<file path="config.mk">
export PLATFORM = sky130hd
export DESIGN_NAME = uart_rx
export DESIGN_NICKNAME = d
export VERILOG_FILES = /design/src/rtl/uart_pkg.sv /design/src/rtl/uart_rx_data_sampler.sv /design/src/rtl/uart_rx.sv
export SDC_FILE = /design/constraint.sdc
export NUM_CORES = 1
export LEC_CHECK = 0
export BUFFER_PORTS_ARGS = -buffer_cell sky130_fd_sc_hd__buf_2
export CORE_MARGIN = 2
export CORE_UTILIZATION = 57
export CTS_CLUSTER_DIAMETER = 30
export DETAILED_ROUTE_END_ITERATION = 6
export GPL_TIMING_DRIVEN = 0
export PLACE_DENSITY = 0.87
export RECOVER_POWER = 100
export SKIP_LAST_GASP = 1
export SLEW_MARGIN = 0
export SYNTH_ARGS = -nofsm -noshare
export SYNTH_HDL_FRONTEND = slang
export SYNTH_SLANG_ARGS = --single-unit
</file>
<file path="constraint.sdc">
create_clock -name CLK -period 1.94 [get_ports CLK]
set_clock_uncertainty 0.05 [all_clocks]
set_input_delay 0.097 -clock CLK [delete_from_list [all_inputs] [get_ports CLK]]
set_output_delay 0.097 -clock CLK [all_outputs]
set_load 0.05 [all_outputs]
</file>
<file path="src/rtl/uart_pkg.sv">
// -----------------------------------------------------------------------------
// uart_pkg
// Shared definitions for the UART transmitter and receiver.
//   uart_state_e : receiver frame FSM state, 3-bit encoding
//   START_BIT    : line level of a start bit
//   STOP_BIT     : line level of a stop bit
//   PAR_EVEN     : PAR_TYP value selecting even parity
//   PAR_ODD      : PAR_TYP value selecting odd parity
// -----------------------------------------------------------------------------
package uart_pkg;

    typedef enum logic [2:0] {
        ST_IDLE   = 3'd0,
        ST_START  = 3'd1,
        ST_DATA   = 3'd2,
        ST_PARITY = 3'd3,
        ST_STOP   = 3'd4
    } uart_state_e;

    localparam logic START_BIT = 1'b0;
    localparam logic STOP_BIT  = 1'b1;
    localparam logic PAR_EVEN  = 1'b0;
    localparam logic PAR_ODD   = 1'b1;

endpackage

</file>
<file path="src/rtl/uart_rx_data_sampler.sv">
// -----------------------------------------------------------------------------
// data_sampler
// Three-point majority sampler for one oversampled UART bit.
// The synchronised line is captured at edge_cnt = OS/2-1, OS/2 and OS/2+1;
// the majority of the three is the bit value.
//   i_clk           : oversampling clock
//   i_rst_n         : asynchronous active-low reset
//   i_rx_s          : synchronised serial line
//   i_edge_cnt      : position inside the current bit, 0..OVERSAMPLE-1
//   o_bit           : majority value, meaningful from edge_cnt = OS/2+2 to
//                     the end of the bit
//   o_sample_done   : high for the single cycle edge_cnt = OS/2+2, the first
//                     cycle in which o_bit reflects all three samples
// -----------------------------------------------------------------------------
module data_sampler #(
    parameter int OVERSAMPLE = 8,
    parameter int CW         = $clog2(OVERSAMPLE)
) (
    input  logic          i_clk,
    input  logic          i_rst_n,
    input  logic          i_rx_s,
    input  logic [CW-1:0] i_edge_cnt,
    output logic          o_bit,
    output logic          o_sample_done
);

    localparam logic [CW-1:0] C_S0   = CW'(OVERSAMPLE / 2 - 1);
    localparam logic [CW-1:0] C_S1   = CW'(OVERSAMPLE / 2);
    localparam logic [CW-1:0] C_S2   = CW'(OVERSAMPLE / 2 + 1);
    localparam logic [CW-1:0] C_DONE = CW'(OVERSAMPLE / 2 + 2);

    logic [2:0] r_samp;

    // Samples are never cleared: each bit overwrites all three before
    // o_sample_done, so stale values from a previous bit cannot leak.
    always_ff @(posedge i_clk or negedge i_rst_n) begin
        if (!i_rst_n) begin
            r_samp <= 3'b111;
        end else begin
            if (i_edge_cnt == C_S0) r_samp[0] <= i_rx_s;
            if (i_edge_cnt == C_S1) r_samp[1] <= i_rx_s;
            if (i_edge_cnt == C_S2) r_samp[2] <= i_rx_s;
        end
    end

    assign o_bit = (r_samp[0] & r_samp[1]) |
                   (r_samp[0] & r_samp[2]) |
                   (r_samp[1] & r_samp[2]);

    assign o_sample_done = (i_edge_cnt == C_DONE);

endmodule

</file>
<file path="src/rtl/uart_rx.sv">
// -----------------------------------------------------------------------------
// uart_rx
// UART receiver: start bit, DATA_WIDTH data bits LSB first, optional parity
// bit, one stop bit, with OVERSAMPLE clock ticks per bit (8, 16 or 32).
//   CLK         : oversampling clock
//   RST         : asynchronous active-low reset
//   RX_IN       : serial line, idle high (asynchronous, synchronised inside)
//   PAR_EN      : 1 = frame carries a parity bit (latched at start detection)
//   PAR_TYP     : 0 = even, 1 = odd parity (latched at start detection)
//   P_DATA      : last correctly received word
//   DATA_VALID  : one-cycle pulse, P_DATA updated this cycle
//   PAR_ERR     : one-cycle pulse, parity mismatch on the frame just ended
//   STP_ERR     : one-cycle pulse, stop bit sampled low
//   o_dbg_state : current FSM state, for observation only
//
// Output protocol: DATA_VALID/PAR_ERR/STP_ERR are push-only strobes with no
// ready/back-pressure; the consumer must capture P_DATA in the strobe cycle
// or later (P_DATA holds until the next good frame).
// -----------------------------------------------------------------------------
module uart_rx
    import uart_pkg::*;
#(
    parameter int DATA_WIDTH = 8,
    parameter int OVERSAMPLE = 8
) (
    input  logic                  CLK,
    input  logic                  RST,
    input  logic                  RX_IN,
    input  logic                  PAR_EN,
    input  logic                  PAR_TYP,
    output logic [DATA_WIDTH-1:0] P_DATA,
    output logic                  DATA_VALID,
    output logic                  PAR_ERR,
    output logic                  STP_ERR,
    output uart_state_e           o_dbg_state
);

    localparam int CW = $clog2(OVERSAMPLE);
    localparam int BW = $clog2(DATA_WIDTH + 1);

    localparam logic [CW-1:0] C_EDGE_LAST = CW'(OVERSAMPLE - 1);
    localparam logic [CW-1:0] C_EDGE_ONE  = CW'(1);
    localparam logic [CW-1:0] C_EDGE_ZERO = '0;
    localparam logic [BW-1:0] C_BIT_LAST  = BW'(DATA_WIDTH - 1);
    localparam logic [BW-1:0] C_BIT_ONE   = BW'(1);

    // ---------------------------------------------------------------- sync
    logic [1:0] r_sync;
    logic       w_rx_s;

    always_ff @(posedge CLK or negedge RST) begin
        if (!RST) begin
            r_sync <= 2'b11;
        end else begin
            r_sync <= {r_sync[0], RX_IN};
        end
    end

    assign w_rx_s = r_sync[1];

    // ---------------------------------------------------------- registers
    uart_state_e           r_state;
    uart_state_e           w_next_state;
    logic [CW-1:0]         r_edge_cnt;
    logic [BW-1:0]         r_bit_cnt;
    logic [DATA_WIDTH-1:0] r_shift;
    logic                  r_par_en;
    logic                  r_par_typ;
    logic                  r_par_bad;
    logic [DATA_WIDTH-1:0] r_p_data;
    logic                  r_data_valid;
    logic                  r_par_err;
    logic                  r_stp_err;

    logic w_bit;
    logic w_sample_done;
    logic w_bit_end;
    logic w_last_bit;
    logic w_start_det;
    logic w_frame_end;
    logic w_stop_ok;
    logic w_exp_par;

    data_sampler #(
        .OVERSAMPLE (OVERSAMPLE),
        .CW         (CW)
    ) u_sampler (
        .i_clk         (CLK),
        .i_rst_n       (RST),
        .i_rx_s        (w_rx_s),
        .i_edge_cnt    (r_edge_cnt),
        .o_bit         (w_bit),
        .o_sample_done (w_sample_done)
    );

    assign w_bit_end   = (r_edge_cnt == C_EDGE_LAST);
    assign w_last_bit  = (r_bit_cnt == C_BIT_LAST);
    assign w_start_det = (r_state == ST_IDLE) && (w_rx_s == START_BIT);
    assign w_frame_end = (r_state == ST_STOP) && w_bit_end;
    // The sampler holds its majority until the bit ends, so the stop value
    // is still valid in the last cycle of the stop bit.
    assign w_stop_ok   = (w_bit == STOP_BIT);
    assign w_exp_par   = (^r_shift) ^ (r_par_typ == PAR_ODD);

    // --------------------------------------------------------------- FSM
    always_ff @(posedge CLK or negedge RST) begin
        if (!RST) begin
            r_state <= ST_IDLE;
        end else begin
            r_state <= w_next_state;
        end
    end

    always_comb begin
        w_next_state = r_state;
        case (r_state)
            ST_IDLE: begin
                if (w_rx_s == START_BIT) w_next_state = ST_START;
            end
            ST_START: begin
                // A start bit that does not hold low through mid-bit is noise.
                if (w_sample_done && (w_bit != START_BIT)) begin
                    w_next_state = ST_IDLE;
                end else if (w_bit_end) begin
                    w_next_state = ST_DATA;
                end
            end
            ST_DATA: begin
                if (w_bit_end && w_last_bit) begin
                    w_next_state = r_par_en ? ST_PARITY : ST_STOP;
                end
            end
            ST_PARITY: begin
                if (w_bit_end) w_next_state = ST_STOP;
            end
            ST_STOP: begin
                if (w_bit_end) w_next_state = ST_IDLE;
            end
            default: w_next_state = ST_IDLE;
        endcase
    end

    assign o_dbg_state = r_state;

    // ---------------------------------------------------------- counters
    // The IDLE cycle that detects the start bit counts as edge 0 of that
    // bit, so the counter enters START already at 1.
    always_ff @(posedge CLK or negedge RST) begin
        if (!RST) begin
            r_edge_cnt <= '0;
        end else if (r_state == ST_IDLE) begin
            r_edge_cnt <= w_start_det ? C_EDGE_ONE : C_EDGE_ZERO;
        end else if (w_bit_end || (w_next_state == ST_IDLE)) begin
            r_edge_cnt <= '0;
        end else begin
            r_edge_cnt <= r_edge_cnt + C_EDGE_ONE;
        end
    end

    always_ff @(posedge CLK or negedge RST) begin
        if (!RST) begin
            r_bit_cnt <= '0;
        end else if (r_state != ST_DATA) begin
            r_bit_cnt <= '0;
        end else if (w_bit_end) begin
            r_bit_cnt <= w_last_bit ? '0 : r_bit_cnt + C_BIT_ONE;
        end
    end

    // ------------------------------------------------ shift reg / parity
    always_ff @(posedge CLK or negedge RST) begin
        if (!RST) begin
            r_shift   <= '0;
            r_par_en  <= 1'b0;
            r_par_typ <= 1'b0;
            r_par_bad <= 1'b0;
        end else begin
            if (w_start_det) begin
                r_par_en  <= PAR_EN;
                r_par_typ <= PAR_TYP;
                r_par_bad <= 1'b0;
            end
            // LSB arrives first: shift right so it ends up in bit 0.
            if ((r_state == ST_DATA) && w_sample_done) begin
                r_shift <= {w_bit, r_shift[DATA_WIDTH-1:1]};
            end
            if ((r_state == ST_PARITY) && w_sample_done) begin
                r_par_bad <= (w_bit != w_exp_par);
            end
        end
    end

    // ----------------------------------------------------------- outputs
    always_ff @(posedge CLK or negedge RST) begin
        if (!RST) begin
            r_p_data     <= '0;
            r_data_valid <= 1'b0;
            r_par_err    <= 1'b0;
            r_stp_err    <= 1'b0;
        end else begin
            r_data_valid <= 1'b0;
            r_par_err    <= 1'b0;
            r_stp_err    <= 1'b0;
            if (w_frame_end) begin
                if (!r_par_bad && w_stop_ok) begin
                    r_data_valid <= 1'b1;
                    r_p_data     <= r_shift;
                end else begin
                    r_par_err <= r_par_bad;
                    r_stp_err <= !w_stop_ok;
                end
            end
        end
    end

    assign P_DATA     = r_p_data;
    assign DATA_VALID = r_data_valid;
    assign PAR_ERR    = r_par_err;
    assign STP_ERR    = r_stp_err;

endmodule
</file>
## Word level (Yosys, flattened, before mapping)

Cells that the tools add are included.

| operators by class | value |
|---|---|
| equality and inequality tests | 12 |
| reductions and logical operators | 16 |
| add/sub/neg operators | 2 |
| bitwise operators | 7 |
| mux-type cells | 22 |

Operators with widths:

| cell | number |
|---|---|
| 3-bit 2-to-1 mux | 9 |
| 3-bit == test (second input constant) | 5 |
| 3-bit case mux with 5 select lines | 1 |
| 4-bit 2-to-1 mux | 3 |
| 3-bit by 2-bit == test with 1-bit output (second input constant) | 3 |
| 1-bit 2-to-1 mux | 9 |
| 8-bit XOR reduction | 1 |
| 1-bit logical AND | 7 |
| 3-bit zero test | 2 |
| 4-bit by 1-bit adder with 4-bit output (second input constant) | 1 |
| 4-bit by 3-bit == test with 1-bit output (second input constant) | 1 |
| 2-bit nonzero test | 2 |
| 3-bit by 1-bit adder with 3-bit output (second input constant) | 1 |
| 1-bit bitwise AND | 3 |
| 3-bit by 1-bit == test with 1-bit output (second input constant) | 1 |
| 3-bit by 2-bit != test with 1-bit output (second input constant) | 1 |
| 1-bit zero test | 2 |
| 1-bit bitwise OR | 2 |
| 2-bit AND reduction | 1 |
| 1-bit logical OR | 1 |
| 1-bit != test | 1 |
| 1-bit NOT | 1 |
| 1-bit bitwise XOR | 1 |

| storage, ports and cells | value |
|---|---|
| register bits after elaboration | 37 |
| logic and storage cells | 74 |
| output and inout bits | 14 |
| input bits | 5 |

## Logic depth before layout (Yosys ltp)

Gate-level depths: netlist of run 1.

| depth | value |
|---|---|
| depth in word-level cells | 10 |
| gate-level depth with buffers | 7 |
| depth with buffers taken out | 6 |

## Hierarchy

Synthesis of run 1 repeated with hierarchy kept, for this count alone.

| second synthesis, totals | value |
|---|---|
| cell total of the unflattened synthesis | 136 |
| area, all modules | 1712.9 µm² |

Modules (own cells, without submodules):

| module | area an instance (µm²) | instances | sequential area each (µm²) | cells an instance |
|---|---|---|---|---|
| uart_rx | 1549.0 | 1 | 853.3 | 125 |
| data_sampler | 163.9 | 1 | 78.8 | 11 |

## Worst setup path after synthesis of run 1

Ideal clock, no wire load.

| timing | value |
|---|---|
| path type | reg-to-reg |
| start | register r_state[1], in the netlist o_dbg_state[1] |
| end | register r_shift[0] |
| period minus slack after synthesis | 1.809 ns |
| stages on the path, launching flop included | 6 |
| setup slack | 0.131 ns |
| path buffers | 1 |
| arrival time | 1.634 ns |
| setup time | 0.125 ns |
| required time | 1.765 ns |
| cell sequence | dfrtp_1 > buf_2 > nand2b_1 > nand2b_4 > nor2_4 > mux2_2 |

| on the way | value |
|---|---|
| cells in the longest elaborated chain, start to end | 2 |

RTL lines:

| element | RTL line | source |
|---|---|---|
| start: declaration | uart_rx.sv:62 | `uart_state_e r_state;` |
| start signal: assignment | uart_rx.sv:110 | `r_state <= w_next_state;` |
| 3-bit by 2-bit == test with 1-bit output | uart_rx.sv:184 | `if ((r_state == ST_DATA) && w_sample_done) begin` |
| 1-bit logical AND | uart_rx.sv:184 |  |
| end signal: assignment | uart_rx.sv:185 | `r_shift <= {w_bit, r_shift[DATA_WIDTH-1:1]};` |
| end: declaration | uart_rx.sv:66 | `logic [DATA_WIDTH-1:0] r_shift;` |

Every way passes these cells.
A chain may end at the register's enable or synchronous reset.

## Final worst setup path of run 1

| timing | value |
|---|---|
| start | register r_edge_cnt[0] |
| end | register r_p_data[3], in the netlist P_DATA[3] |

| on the way | value |
|---|---|
| cells in the longest elaborated chain, start to end | 3 |

RTL lines:

| element | RTL line | source |
|---|---|---|
| start: declaration | uart_rx.sv:64 | `logic [CW-1:0] r_edge_cnt;` |
| start signal: assignment | uart_rx.sv:152 | `r_edge_cnt <= w_start_det ? C_EDGE_ONE : C_EDGE_ZERO;` |
| start signal: assignment | uart_rx.sv:156 | `r_edge_cnt <= r_edge_cnt + C_EDGE_ONE;` |
| 3-bit == test | uart_rx.sv:96 | `assign w_bit_end = (r_edge_cnt == C_EDGE_LAST);` |
| 1-bit logical AND | uart_rx.sv:99 | `assign w_frame_end = (r_state == ST_STOP) && w_bit_end;` |
| 2-bit AND reduction (no source line) | -- |  |
| end signal: assignment | uart_rx.sv:207 | `r_p_data <= r_shift;` |
| end: declaration | uart_rx.sv:70 | `logic [DATA_WIDTH-1:0] r_p_data;` |

Every way passes these cells.

==> results_dict.tcl, run 1 <==
set metrics [dict create \
    synth_area_um2 1740 \
    cp.arrival_ps 2000 \
    crit_chain "ha_1 > ha_1 > buf_2 > nand3_2 > nand3b_4 > mux2_2" \
    vias 1137 \
    synthCells 138 \
    critPathSlowestCell "dfrtp_1" \
    clock.fmax_mhz 551 \
    synth_xor_area_frac 0.0667 \
    drt_wl_total_um 3020 \
    dp_hpwl_um 2100 \
    insertedDiodeCount 0 \
    grt_max_degree 38 \
    cts-htree-levels 2 \
    syn_area_per_cell_um2 12.6 \
    worstHoldPathType "register to register" \
    cts_tree "built" \
    final_max_slew_viol_count 0 \
    startpoint_type "register" \
    tightest_slew_ps 867 \
    dpl_cell_area_um2 1880 \
    layout_common_cells "dfrtp_1 (32), mux2_2 (19), clkbuf_1 (16)" \
    areaGrowthSynthToFinish_pct 12.8 \
    min_period_ps 1820 \
    drv_cap 0 \
    final_common_cell "dfrtp_1" \
    io_pins 19 \
    critPathCaptureType "register" \
    clk_pin_slew_ps 100 \
    ys_seq_area_frac 0.534 \
    drt_first_pass_iters 4 \
    die_x_um 59.3 \
    synth.distinct_cells 36 \
    power.density_nw_per_um2 1120 \
    core_area_um2 2980 \
    globalRouteOverflowTotal 0 \
    finalSetupViolCount 0 \
    vias_per_cell 5.63 \
    p_total_uw 2200 \
    io_buffer_count 18 \
    synthAdderAreaFrac 0.0581 \
    critical_path_required_ps 2120 \
    syn_nets 150 \
    max_slew_margin 0.422 \
    drt_iter0_markers 20 \
    worstSkewPairLatency_ps 340 \
    synth_compound_area_frac 0.0502 \
    yosys_warnings 0 \
    cts_sinks 37 \
    dieArea_um2 3520 \
    synth-simple-area-share 0.133 \
    hold_slack_ps 313 \
    grt_pass1_wl_um 5190 \
    synth-seq-cells 37 \
    clockRootBuffer "clkbuf_4" \
    hold_violations 0 \
    cts_buffers 5 \
    power_leakage_uw 0.000932 \
    crit_path_max_incr_delay_ps 430 \
    finalCoreUtilization 0.661 \
    detail_route.wl_per_cell_um 14.9 \
    gp_congestion 0.933 \
    final_net_count 180 \
    synthMuxAreaShare 0.128 \
    rsz0062_at_grt "no" \
    worst_path_most_repeated_cell "ha_1" \
    row_count 20 \
    grt_pass1_vias 1148 \
    drive_gt1_frac 0.290 \
    crit_type "register to register" \
    status "completed" \
    ir_worst_vdd_uv 634 \
    drc 0 \
    start_util 0.586 \
    antenna_found_initial 0 \
    finalCritPeriodShare 0.936 \
    track_usage 0.205 \
    die_h_um 59.3 \
    synth_top_family_by_area "simple AND/OR/NAND/NOR gates" \
    cp_max_fo 10 \
    clockBufferDepth 2 \
    tns_ps 0 \
    ant_nets 0 \
    postLayoutCellArea_um2 1970 \
    post-cts-setup-buffer-count 0 \
]
-- metrics by stage --
step           instances  setup slack, ps
6_report             202              125
4_1_cts              201             54.1
3_5_place_dp         189             64.5
5_1_grt              202             20.8
3_3_place_gp         189              100
2_1_floorplan        138              131
-- critical path, delay by kind of cell, from the launching register on --
| kind | cells | cell delay [ps] |
|---|---|---|
| flops | 1 | 430 |
| buf+inv | 1 | 180 |
| simple gates | 2 | 290 |
| mux | 1 | 350 |
| fa+ha+maj | 2 | 410 |
-- worst paths after layout --
| kind | start | end | slack, ps | cells after the start |
|---|---|---|---|---|
| setup / recovery | r_edge_cnt[0] | P_DATA[3] | 120 | 6 |
| hold / removal | r_sync[0] | r_sync[1] | 310 | 0 |
| setup reg to reg | r_edge_cnt[0] | P_DATA[3] | 120 | 6 |
| hold reg to reg | r_sync[0] | r_sync[1] | 310 | 0 |
| max in group asynchronous | RST | r_bit_cnt[0] | 960 | 2 |
| min in group asynchronous | RST | P_DATA[5] | 340 | 2 |
-- metal layers --
metal  up-vias  share of wire  track usage  wire length, µm
met5         -              0            0                0
li1        536              -            -                -
met3         6          0.054       0.0590              163
met2        35           0.53        0.349             1600
met1       560           0.40        0.243             1200
met4         0          0.018       0.0779               53
-- cell usage after synthesis (all sizes together) --
cell	instances	area [µm²]
dfrtp	32	801
mux2	19	214
nand2	13	48.8
nor2	9	43.8
inv	8	30.0
ha	7	87.6
xnor2	7	76.3
dfstp	5	131
a21oi	4	20.0
buf	4	20.0
nand2b	3	26.3
nand3b	3	35.0
o21ai	3	15.0
o32ai	3	33.8
nand3	2	10.0
nand4b	2	17.5
xor2	2	17.5
a31oi	1	6.26
maj3	1	13.8
mux2i	1	10.0
nand4	1	6.26
nor4	1	6.26
nor4bb	1	10.0
o211ai	1	12.5
or2	1	6.26
or3	1	6.26
or3b	1	8.76
or4	1	7.51
xnor3	1	22.5
-- power breakdown --
| group | internal [µW] | switching, µW |
|---|---|---|
| logic | 329 | 469 |
| clock network | 138 | 238 |
| registers | 922 | 104 |
| total | 1390 | 811 |
-- logic make-up (layout without fill, tap and decap cells) --
family          count (synthesis)  after routing
mux                            20             20
xor+xnor                       10             10
buf+inv                        12             42
flops                          37             37
compound gates                 12             12
simple gates                   39             40
fa+ha+maj                       8              8
-- sequential cells by signal, summed over array words and instances (netlist names) --
name and count:
STP_ERR 1, r_sync 2, r_bit_cnt 4, o_dbg_state 3
u_sampler.r_samp 3, PAR_ERR 1, r_shift 8, r_par_typ 1
r_edge_cnt 3, r_par_en 1, P_DATA 8, r_par_bad 1
DATA_VALID 1
-- what timing repair did --
action | in CTS | in global routing
gates resized for setup | 0 | 2
hold endpoints to repair | 35 | 0
setup endpoints to repair | 0 | 8
hold buffers | 4 | 0
-- layout make-up --
cell class              count  area [µm²]
clock buffers               6        41.3
clock inverters             2        10.0
multi-input cells          90         782
fillers                   254        1010
well taps                  33        41.3
plain buffers               4        18.8
inverters                   8        30.0
flip-flops and latches     37         932
repair buffers             22         113
Power figures use the tool's default switching activity.
==> run 2: changes to the inputs <==
CORE_UTILIZATION = 45   (was 57)
PLACE_DENSITY = 0.73   (was 0.87)
RECOVER_POWER = not set   (was 100)
SLEW_MARGIN = 20   (was 0)
==> results_dict.tcl, run 2 (synthesis results as in run 1) <==
set metrics [dict create \
    max_slew_margin 0.471 \
    cp.arrival_ps 1930 \
    setup_ws_ps 128 \
    startpoint_type "register" \
    grt_max_degree 38 \
    multi_input_area_um2 787 \
    start_util 0.473 \
    finalCritPeriodShare 0.934 \
    critPathCaptureType "register" \
    areaGrowthSynthToFinish_pct 19.0 \
    place_ws_ps 68.4 \
    drc 0 \
    worst_path_most_repeated_cell "ha_1" \
    cts_sinks 37 \
    ff_latch_area_um2 932 \
    final_cells 217 \
    fill_cells 312 \
    dieArea_um2 4390 \
    die_h_um 66.3 \
    p_seq_frac 0.405 \
    power_switching_uw 839 \
    placed_cells 204 \
    final_max_slew_viol_count 0 \
    drt_iter0_markers 55 \
    clockBufferDepth 2 \
    drt_wl_total_um 3030 \
    final_common_cell "dfrtp_1" \
    tns_ps 0 \
    detail_route.wl_per_cell_um 13.9 \
    rsz0062_at_grt "no" \
    worstHoldPathType "register to register" \
    crit_path_max_incr_delay_ps 410 \
    core_area_um2 3690 \
    finalSetupViolCount 0 \
    grt_pass1_wl_um 5310 \
    ir_worst_vdd_uv 760 \
    critPathSlowestCell "dfrtp_1" \
    hold_violations 0 \
    clk_pin_slew_ps 70 \
    drv_cap 0 \
    status "completed" \
    final_net_count 180 \
    power.density_nw_per_um2 1220 \
    dpl_cell_area_um2 1890 \
    postLayoutCellArea_um2 2080 \
    dp_hpwl_um 2000 \
    clock.fmax_mhz 552 \
    cts_tree "built" \
    gp_congestion 0.764 \
    die_x_um 66.3 \
    clockRootBuffer "clkbuf_8" \
    hold_slack_ps 307 \
    cts_buffers 5 \
    cts-htree-levels 2 \
    row_count 22 \
    drt_first_pass_iters 4 \
    io_pins 19 \
    grt_pass1_vias 1162 \
    vias 1114 \
    globalRouteOverflowTotal 0 \
    io_buffer_count 18 \
    vias_per_cell 5.13 \
    layout_common_cells "dfrtp_1 (32), buf_2 (22), mux2_2 (19)" \
    cp_max_fo 10 \
    crit_chain "ha_1 > ha_1 > buf_2 > nand3_2 > nand3b_4 > mux2_2" \
    critical_path_required_ps 2060 \
    track_usage 0.163 \
    ant_nets 0 \
    intPower_uw 1680 \
    crit_type "register to register" \
    worstSkewPairLatency_ps 290 \
    power_leakage_uw 0.00103 \
    antenna_found_initial 0 \
    tightest_slew_ps 794 \
    p_comb_frac 0.326 \
    clockPowerShare 0.269 \
    insertedDiodeCount 0 \
    p_sw_frac 0.333 \
    drive_gt1_frac 0.385 \
    min_period_ps 1810 \
]
## run 2: cell count changes in the layout (fill, tap and decap cells not counted), sizes merged
| cell | change |
|---|---|
| bufinv | +1 |
| clkbuf | -15 |
| clkinv | -2 |
| buf | +16 |
## run 2: cell type report
class / count / share of cell area
sequential: 37 / 0.449
multi-input combinational: 90 / 0.379
timing repair buffer: 22 / 0.0627
clock buffer: 7 / 0.0416
tap: 48 / 0.0289
clock inverter: 1 / 0.0145
inverter: 8 / 0.0145
buffer: 4 / 0.00964
## run 2: repair_timing
action / in CTS / in global routing
endpoints found under the setup margin: 0 / 8
hold buffers: 4 / 0
resized for setup: 0 / 2
buffers inserted: 0 / 0
hold endpoints to repair: 35 / 0
## run 2: worst paths after layout
kind,slack (ps),startpoint,cells after the start,endpoint
worst max-delay path,130,r_edge_cnt[0],6,P_DATA[4]
worst min-delay path,310,r_sync[0],0,r_sync[1]
worst max register to register,130,r_edge_cnt[0],6,P_DATA[4]
worst min register to register,310,r_sync[0],0,r_sync[1]
max in group asynchronous,950,RST,2,o_dbg_state[2]
min in group asynchronous,380,RST,2,P_DATA[7]
## run 2: metal layers
metal | GRT usage | routed length [µm] | up-vias
li1 | - | - | 535
met1 | 0.200 | 1330 | 552
met2 | 0.270 | 1540 | 22
met3 | 0.0409 | 121 | 5
met4 | 0.0689 | 43 | 0
met5 | 0 | 0 | -
## run 2: power by group through the flow
| stage | Combinational, µW | Clock (µW) | Sequential (µW) |
|---|---|---|---|
| 3_3_place_gp | 760 | 0 | 1030 |
| 2_1_floorplan | 570 | 0 | 1080 |
| 5_1_grt | 905 | 750 | 1040 |
| 4_1_cts | 804 | 694 | 1020 |
| 6_report | 823 | 678 | 1020 |
| 3_5_place_dp | 784 | 0 | 1040 |
## run 2: critical path, delay by kind of cell (launching register included)
kind / cells / cell delay (ps)
adder cells (fa/ha/maj): 2 / 400
multiplexers: 1 / 340
AND/OR/NAND/NOR: 2 / 310
buffers and inverters: 1 / 180
flip-flops: 1 / 410
## run 2: per-stage QoR
step | total power (µW) | utilization
2_1_floorplan | 1650 | -
3_3_place_gp | 1790 | 0.514
3_5_place_dp | 1820 | 0.514
4_1_cts | 2520 | 0.556
5_1_grt | 2700 | 0.563
6_report | 2520 | 0.563
==> run 3: changes to the inputs <==
SYNTH_HIERARCHICAL = 1   (was not set)
clock period = 2.28 ns   (was 1.94 ns; I/O delays follow)
==> results_dict.tcl, run 3 <==
set metrics [dict create \
    power.density_nw_per_um2 977 \
    dp_hpwl_um 2010 \
    final_common_cell "dfrtp_1" \
    die_h_um 65.7 \
    final_cells 214 \
    finalSetupViolCount 0 \
    tns_ps 0 \
    crit_type "register to register" \
    antenna_found_initial 0 \
    areaGrowthSynthToFinish_pct 18.3 \
    power_leakage_uw 0.000980 \
    clockRootBuffer "clkbuf_8" \
    drt_first_pass_iters 4 \
    min_period_ps 2110 \
    cp.arrival_ps 2240 \
    startpoint_type "register" \
    synth-edff-count 0 \
    io_buffer_count 18 \
    syn_nets 144 \
    die_x_um 65.7 \
    io_pins 19 \
    synth_area_um2 1710 \
    yosys_warnings 6 \
    vias_per_cell 5.03 \
    insertedDiodeCount 0 \
    globalRouteOverflowTotal 0 \
    drt_iter0_markers 20 \
    final_max_slew_viol_count 0 \
    drt_wl_total_um 2890 \
    synthCells 136 \
    cts-htree-levels 2 \
    cts_buffers 5 \
    cp_max_fo 10 \
    place_ws_ps 149 \
    clk_pin_slew_ps 70 \
    use_met2 0.250 \
    cts_tree "built" \
    ant_nets 0 \
    critPathCaptureType "register" \
    final_net_count 173 \
    syn_area_per_cell_um2 12.6 \
    yosysMostFrequentCell "dfrtp_1" \
    worstHoldPathType "register to register" \
    grt.busiest_layer "met2" \
    clockBufferDepth 2 \
    clock.fmax_mhz 473 \
    drc 0 \
    ir_worst_vdd_uv 520 \
    synth.distinct_cells 38 \
    row_count 22 \
    gr-usage-met1 0.199 \
    ys_async_sr_fraction 1.00 \
    gp_congestion 0.794 \
    worstSkewPairLatency_ps 290 \
    dieArea_um2 4320 \
    synth.top_cell.area_share 0.467 \
    track_usage 0.158 \
    critical_path_required_ps 2410 \
    grt_use_met3 0.0445 \
    start_util 0.468 \
    drive_gt1_frac 0.367 \
    finalCoreUtilization 0.554 \
    tightest_slew_ps 790 \
    cts_sinks 37 \
    yosys-top-cells-area "dfrtp_1 (47%), mux2_4 (7.9%), dfstp_2 (7.7%)" \
    hold_violations 0 \
    detail_route.wl_per_cell_um 13.5 \
    synth_top_cell_by_area "dfrtp_1" \
    max_slew_margin 0.473 \
    synthTopCellsByCount "dfrtp_1 (32), nand2_1 (12), mux2_2 (10)" \
    vias 1076 \
    setup_ws_ps 165 \
    placed_cells 202 \
    ys_seq_area_frac 0.544 \
    grt_pass1_wl_um 5100 \
    grt_max_degree 38 \
    finalCritPeriodShare 0.927 \
    drv_cap 0 \
    status "completed" \
    grt_pass1_vias 1103 \
    synth-seq-cells 37 \
    core_area_um2 3660 \
    layout_common_cells "dfrtp_1 (31), buf_2 (19), nand2_1 (12)" \
    yosys_most_used_dff "dfrtp_1" \
]
==> run 3: layer usage <==
layer  share of wire  vias up
li1                -      528
met1            0.44      526
met2            0.50       16
met3           0.035        6
met4           0.022        0
met5               0        -
==> run 3: critical path, stage by stage (launching register included) <==
cell	delay (ps)
dfrtp_2	450
ha_1	210
ha_1	230
clkbuf_4	210
nand4b_1	140
nor2_1	80
o21ai_0	250
nand4b_1	170
and3_1	200
==> run 3: power by group <==
part	switching, µW	internal [µW]	total [µW]
registers	103	772	876
clock network	234	355	589
logic	281	234	515
total	618	1360	1980
==> run 3: cells by family after synthesis <==
| family | Yosys count | synth area share |
|---|---|---|
| multiplexers | 21 | 0.156 |
| adder cells (fa/ha/maj) | 4 | 0.0278 |
| AND/OR/NAND/NOR | 48 | 0.160 |
| buffers and inverters | 8 | 0.0234 |
| XOR/XNOR | 10 | 0.0511 |
| AO/OA/AOI/OAI | 8 | 0.0373 |
| flip-flops | 37 | 0.544 |
==> run 3: worst paths after layout <==
path	start	to	slack, ps	cells past startpoint
max in group asynchronous	RST	r_edge_cnt[0]	1230	2
max	r_edge_cnt[0]	r_edge_cnt[2]	170	8
max reg2reg	r_edge_cnt[0]	r_edge_cnt[2]	170	8
min	r_sync[0]	r_sync[1]	310	0
min reg2reg	r_sync[0]	r_sync[1]	310	0
min in group asynchronous	RST	r_par_en	400	2
==> run 3: repair_timing <==
action / in CTS / in global routing
endpoints found under the setup margin: 0 / 2
hold buffers: 4 / 0
gates resized for setup: 0 / 2
buffers inserted: 0 / 0
endpoints found under the hold margin: 35 / 0
==> run 3: per-stage QoR <==
stage / power, µW / area, µm² / hold slack [ps]
2_1_floorplan: 1270 / 1710 / -232
3_3_place_gp: 1370 / 1860 / 171
3_5_place_dp: 1390 / 1860 / 171
4_1_cts: 2000 / 2020 / 319
5_1_grt: 2090 / 2030 / 319
6_report: 1980 / 2030 / 313
==> run 3: cell type report <==
type                            instances  area (µm²)
Buffer                                  3        23.8
Clock buffer                            6        82.6
Clock inverter                          2        37.5
Fill cell                             309        1630
Inverter                                5        18.8
Multi-Input combinational cell         91         741
Sequential cell                        37         933
Tap cell                               48        60.1
Timing Repair Buffer                   22         130
